`src/rtl/vga_pkg.sv`:
```
`default_nettype none
// ============================================================================
// Module      : vga_pkg
// Description : Default 640x480@60 timing and derived totals for VGA timing.
// Revision    : 1.0 - initial release
// ============================================================================
package vga_pkg;

    localparam int H_ACTIVE_DEF = 640;
    localparam int H_FP_DEF     = 16;
    localparam int H_SYNC_DEF   = 96;
    localparam int H_BP_DEF     = 48;
    localparam int V_ACTIVE_DEF = 480;
    localparam int V_FP_DEF     = 10;
    localparam int V_SYNC_DEF   = 2;
    localparam int V_BP_DEF     = 33;

    localparam int H_TOTAL = H_ACTIVE_DEF + H_FP_DEF + H_SYNC_DEF + H_BP_DEF;
    localparam int V_TOTAL = V_ACTIVE_DEF + V_FP_DEF + V_SYNC_DEF + V_BP_DEF;

    // Bits needed to hold 0..total-1.
    function automatic int cnt_width(input int total);
        return (total <= 2) ? 1 : $clog2(total);
    endfunction

endpackage
`default_nettype wire

```
`src/rtl/vga_wrap_cnt.sv`:
```
`default_nettype none
// ============================================================================
// Module      : vga_wrap_cnt
// Description : Enabled up-counter that returns to 0 after reaching i_limit.
// Revision    : 1.0 - initial release
// ============================================================================
module vga_wrap_cnt #(
    parameter int WIDTH = 10
) (
    input  logic             clk,
    input  logic             rst,
    input  logic             i_en,
    input  logic [WIDTH-1:0] i_limit,
    output logic [WIDTH-1:0] o_cnt,
    output logic             o_wrap
);

    logic [WIDTH-1:0] r_cnt;

    assign o_cnt  = r_cnt;
    assign o_wrap = i_en && (r_cnt == i_limit);

    always_ff @(posedge clk) begin
        if (rst) begin
            r_cnt <= '0;
        end else if (i_en) begin
            r_cnt <= o_wrap ? '0 : r_cnt + 1'b1;
        end
    end

endmodule
`default_nettype wire

```
`src/rtl/vga_timing.sv`:
```
`default_nettype none
// ============================================================================
// Module      : vga_timing
// Description : VGA raster counters, pixel request and registered sync/RGB.
// Revision    : 1.0 - initial release
// ============================================================================
module vga_timing
    import vga_pkg::*;
#(
    parameter int H_ACTIVE = H_ACTIVE_DEF,
    parameter int H_FP     = H_FP_DEF,
    parameter int H_SYNC   = H_SYNC_DEF,
    parameter int H_BP     = H_BP_DEF,
    parameter int V_ACTIVE = V_ACTIVE_DEF,
    parameter int V_FP     = V_FP_DEF,
    parameter int V_SYNC   = V_SYNC_DEF,
    parameter int V_BP     = V_BP_DEF
) (
    input  logic        clkin,
    input  logic        rst,
    input  logic        pix_en,
    input  logic [23:0] pix_data,
    output logic [9:0]  h_addr,
    output logic [9:0]  v_addr,
    output logic        req,
    output logic        hsync,
    output logic        vsync,
    output logic        blank_n,
    output logic [7:0]  vga_r,
    output logic [7:0]  vga_g,
    output logic [7:0]  vga_b,
    output logic        frame_start
);

    localparam int c_H_TOTAL = H_ACTIVE + H_FP + H_SYNC + H_BP;
    localparam int c_V_TOTAL = V_ACTIVE + V_FP + V_SYNC + V_BP;
    localparam int c_H_W     = cnt_width(c_H_TOTAL);
    localparam int c_V_W     = cnt_width(c_V_TOTAL);

    localparam logic [c_H_W-1:0] c_H_LAST     = c_H_W'(c_H_TOTAL - 1);
    localparam logic [c_H_W-1:0] c_H_ACT      = c_H_W'(H_ACTIVE);
    localparam logic [c_H_W-1:0] c_HS_FIRST   = c_H_W'(H_ACTIVE + H_FP);
    localparam logic [c_H_W-1:0] c_HS_LAST    = c_H_W'(H_ACTIVE + H_FP + H_SYNC - 1);
    localparam logic [c_V_W-1:0] c_V_LAST     = c_V_W'(c_V_TOTAL - 1);
    localparam logic [c_V_W-1:0] c_V_ACT      = c_V_W'(V_ACTIVE);
    localparam logic [c_V_W-1:0] c_VS_FIRST   = c_V_W'(V_ACTIVE + V_FP);
    localparam logic [c_V_W-1:0] c_VS_LAST    = c_V_W'(V_ACTIVE + V_FP + V_SYNC - 1);

    logic [c_H_W-1:0] w_h_cnt;
    logic [c_V_W-1:0] w_v_cnt;
    logic             w_h_wrap;
    logic             w_v_wrap;
    logic             w_hs_zone;
    logic             w_vs_zone;

    logic             r_hsync;
    logic             r_vsync;
    logic             r_blank_n;
    logic [23:0]      r_rgb;
    logic             r_origin;

    vga_wrap_cnt #(.WIDTH(c_H_W)) u_h_cnt (
        .clk     (clkin),
        .rst     (rst),
        .i_en    (pix_en),
        .i_limit (c_H_LAST),
        .o_cnt   (w_h_cnt),
        .o_wrap  (w_h_wrap)
    );

    // The horizontal wrap flag already carries pix_en.
    vga_wrap_cnt #(.WIDTH(c_V_W)) u_v_cnt (
        .clk     (clkin),
        .rst     (rst),
        .i_en    (w_h_wrap),
        .i_limit (c_V_LAST),
        .o_cnt   (w_v_cnt),
        .o_wrap  (w_v_wrap)
    );

    assign req       = (w_h_cnt < c_H_ACT) && (w_v_cnt < c_V_ACT);
    assign h_addr    = req ? 10'(w_h_cnt) : 10'd0;
    assign v_addr    = req ? 10'(w_v_cnt) : 10'd0;
    assign w_hs_zone = (w_h_cnt >= c_HS_FIRST) && (w_h_cnt <= c_HS_LAST);
    assign w_vs_zone = (w_v_cnt >= c_VS_FIRST) && (w_v_cnt <= c_VS_LAST);

    always_ff @(posedge clkin) begin
        if (rst) begin
            r_hsync   <= 1'b1;
            r_vsync   <= 1'b1;
            r_blank_n <= 1'b0;
            r_rgb     <= '0;
        end else if (pix_en) begin
            r_hsync   <= ~w_hs_zone;
            r_vsync   <= ~w_vs_zone;
            r_blank_n <= req;
            r_rgb     <= req ? pix_data : 24'd0;
        end
    end

    // Tracks "both counters are at 0" so frame_start avoids a wide compare.
    always_ff @(posedge clkin) begin
        if (rst) begin
            r_origin <= 1'b1;
        end else if (pix_en) begin
            r_origin <= w_v_wrap;
        end
    end

    assign frame_start = pix_en && !rst && r_origin;
    assign hsync       = r_hsync;
    assign vsync       = r_vsync;
    assign blank_n     = r_blank_n;
    assign vga_r       = r_rgb[23:16];
    assign vga_g       = r_rgb[15:8];
    assign vga_b       = r_rgb[7:0];

endmodule
`default_nettype wire

```
`config.mk`:
```
export PLATFORM = sky130hd
export DESIGN_NAME = vga_timing
export DESIGN_NICKNAME = d
export VERILOG_FILES = /design/src/rtl/vga_pkg.sv /design/src/rtl/vga_wrap_cnt.sv /design/src/rtl/vga_timing.sv
export SDC_FILE = /design/constraint.sdc
export NUM_CORES = 1
export LEC_CHECK = 0
export CAP_MARGIN = 20
export CORE_UTILIZATION = 30
export DETAILED_ROUTE_END_ITERATION = 8
export PLACE_DENSITY_LB_ADDON = 0.05
export SLEW_MARGIN = 40
export SYNTH_ARGS = -nofsm -noshare
export SYNTH_HDL_FRONTEND = slang
export SYNTH_SLANG_ARGS = --single-unit
```
`constraint.sdc`:
```
create_clock -name clkin -period 2.3 [get_ports clkin]
set_input_delay 0.575 -clock clkin [delete_from_list [all_inputs] [get_ports clkin]]
set_output_delay 0.575 -clock clkin [all_outputs]
set_load 0.01 [all_outputs]
```
==> run metrics <==
gr usage total=0.159; I/O Buffers=74; DP Wirelength=4.01 mm; Mapped Area=2130 um2; Worst setup SP type=flop; Comb power frac=0.119; CP delay by family, top=simple AND/OR/NAND/NOR gates; Max Slew Vio Count=0; critical path arrival=1.59 ns; CP max stage delay=0.33 ns; Post-synth EDFFs=0; final period utilization=0.942; Syn Nets=251; DRC Markers=0; Ports=76; slowest cell on the critical path=dfxtp_2; ant diodes=0; Layout area overhead=53.6%; Final Hold Viols=0; H-tree levels=2; Antenna Violating Nets Remaining=0; Nets=350; HP Class=flop to flop; global route overflow=0; initial antenna violation count=0; critical path type=flop to primary output; Finished Layout Cells=416; WL per Instance=13.8 um; pwr dens=531 nW/um2; Core ar.=6830 um2; Worst EP required=1.73 ns; Initial DRC Count=61; CTS tree=yes; min cycle time layout=2.17 ns; pin count of the biggest net entering global routing=25; Net Sw Frac=0.227; Synth Register Bits=48; total die area=7460 um2; Placer Congestion=0.811; Top FF cell, synth=dfxtp_1; hold depth=1; RSZ-0062 raised after global routing=no; first-pass GRT wire length=9.25 mm; Peak Freq=462 MHz; clock share of power=0.377; share of power burned in registers=0.504; vias in the first global route=1861; CTS buffer count=5; final setup vio count=0; Synth top cells by count=48 x dfxtp_1, 24 x a22o_1, 15 x and2_1; Vias/cell=4.83; MaxCap Viol Count=0; yosys warns=0; sequential area share after synthesis=0.450; std cell rows=30; CTS Hold Bufs=0; Worst VDD drop=0.254 mV; number of fillers in the final layout=687; wirelength, routed=5.73 mm; routed vias=2009; Clock transition at path regs=0.09 ns; total power=1.74 mW; DRT Pass-1 Iters=4; Die Y-Extent=86.4 um; Layout Cell Area excl Fill=3280 um2; clock skew=0.00581 ns; Worst-Skew Late Latency=0.30 ns; CP max FO=11; ys async rst share=0; Reg area=966 um2; status=finished, final reports clean; stages on the worst setup path=6; CP Capture Type=primary output; count leader, synth=dfxtp_1; Multi-input gate area=1070 um2; Sinks on Clock Net=48; Synth top area share=0.450; Psw=0.394 mW; crit-path cells=and4_4 > nor3_4 > buf_12 > buf_4 > and2_1 > clkbuf_2; leak pwr=1.34 nW; area leader, netlist=dfxtp_1; Initial Utilization=0.312; clk buf depth=2; Synth Instances=220; Mean Syn Cell Area=9.70 um2; CP Buf/Inv Count=3; proportion of layout cells with a drive suffix above 1=0.203; worst r2r path cells=6; Placed Cells=403; Synth cell types=41; clock root buffer=clkbuf_8; area of placed instances=3140 um2; top cells by area, synth=dfxtp_1 45%, a22o_1 9.8%, and2_1 4.4%; Die Span X=86.4 um; Internal=1.35 mW
-- layer usage --
| metal | vias up | share of wire | track usage |
|---|---|---|---|
| met5 | - | 0 | 0 |
| met2 | 57 | 0.46 | 0.240 |
| met1 | 950 | 0.48 | 0.225 |
| met3 | 6 | 0.047 | 0.0314 |
| met4 | 0 | 0.012 | 0.0561 |
| li1 | 996 | - | - |
-- sequential cells by signal (all words and copies together) (netlist names) --
| name | count |
|---|---|
| blank_n | 1 |
| hsync | 1 |
| r_origin | 1 |
| r_rgb | 24 |
| u_h_cnt.o_cnt | 10 |
| u_v_cnt.o_cnt | 10 |
| vsync | 1 |
-- kinds of logic (layout without fill, tap and decap cells) --
logic type | Yosys count | in the layout | synth area share
adders and majority gates | 4 | 4 | 0.0234
buffers and inverters | 23 | 123 | 0.0598
AOI/OAI and AO/OA | 48 | 48 | 0.166
muxes | 1 | 1 | 0.00469
DFF | 48 | 48 | 0.450
xor gates and xnor gates | 9 | 9 | 0.0369
other | 1 | 1 | 0.00176
and+or+nand+nor | 86 | 86 | 0.257
-- path summary, 6_finish.rpt --
check,from,endpoint,slack [ns]
hold reg to reg,vsync,vsync,0.47
hold / removal,vsync,vsync,0.47
setup / recovery,u_v_cnt.o_cnt[5],h_addr[5],0.13
setup reg to reg,u_h_cnt.o_cnt[1],u_v_cnt.o_cnt[3],0.48
-- placed cells by master (no fill, tap or decap), drive strengths merged, types with 2 or more instances in the layout --
cell type / n
clkdlybuf4s50: 53
dfxtp: 48
nand4: 9
nand3: 8
nor3: 12
and3: 3
a21oi: 12
and4: 3
nor3b: 2
o21ai: 5
a22o: 24
o31ai: 2
inv: 6
nor4: 4
nand2: 9
buf: 35
clkbuf: 14
and2: 15
or3: 6
xnor2: 4
nor4bb: 2
dlygate4sd2: 12
ha: 4
nor2: 6
or4: 2
xor2: 5
-- area by class of cell --
type                    instances  area share
clock inverters                 2      0.0118
multi-input cells             149       0.327
flip-flops and latches         48       0.295
well taps                      96      0.0366
repair buffers                109       0.298
inverters                       6     0.00687
clock buffers                   6      0.0252
-- through the flow --
step	utilization	hold WS [ns]	TNS, ns	worst slack, ns
6_report	0.480	0.473	0	0.134
5_1_grt	0.480	0.494	0	0.0432
4_1_cts	0.482	0.480	-0.0264	-0.0264
3_5_place_dp	0.460	0.455	-0.582	-0.280
3_3_place_gp	0.460	0.455	-0.439	-0.253
2_1_floorplan	-	0.422	0	0.416
-- timing repair --
| item | in CTS | in global routing |
|---|---|---|
| pin swaps | 0 | 1 |
| resized for setup | 36 | 12 |
| buffers inserted | 3 | 2 |
| setup endpoints to repair | 21 | 9 |
-- power by group through the flow --
stage          registers [mW]  clock network (mW)  logic (mW)
2_1_floorplan           0.909                   0      0.0644
3_3_place_gp            0.896                   0       0.210
3_5_place_dp            0.896                   0       0.211
4_1_cts                 0.877               0.679       0.210
5_1_grt                 0.881               0.709       0.224
6_report                0.877               0.656       0.208
Power figures use the tool's default switching activity.
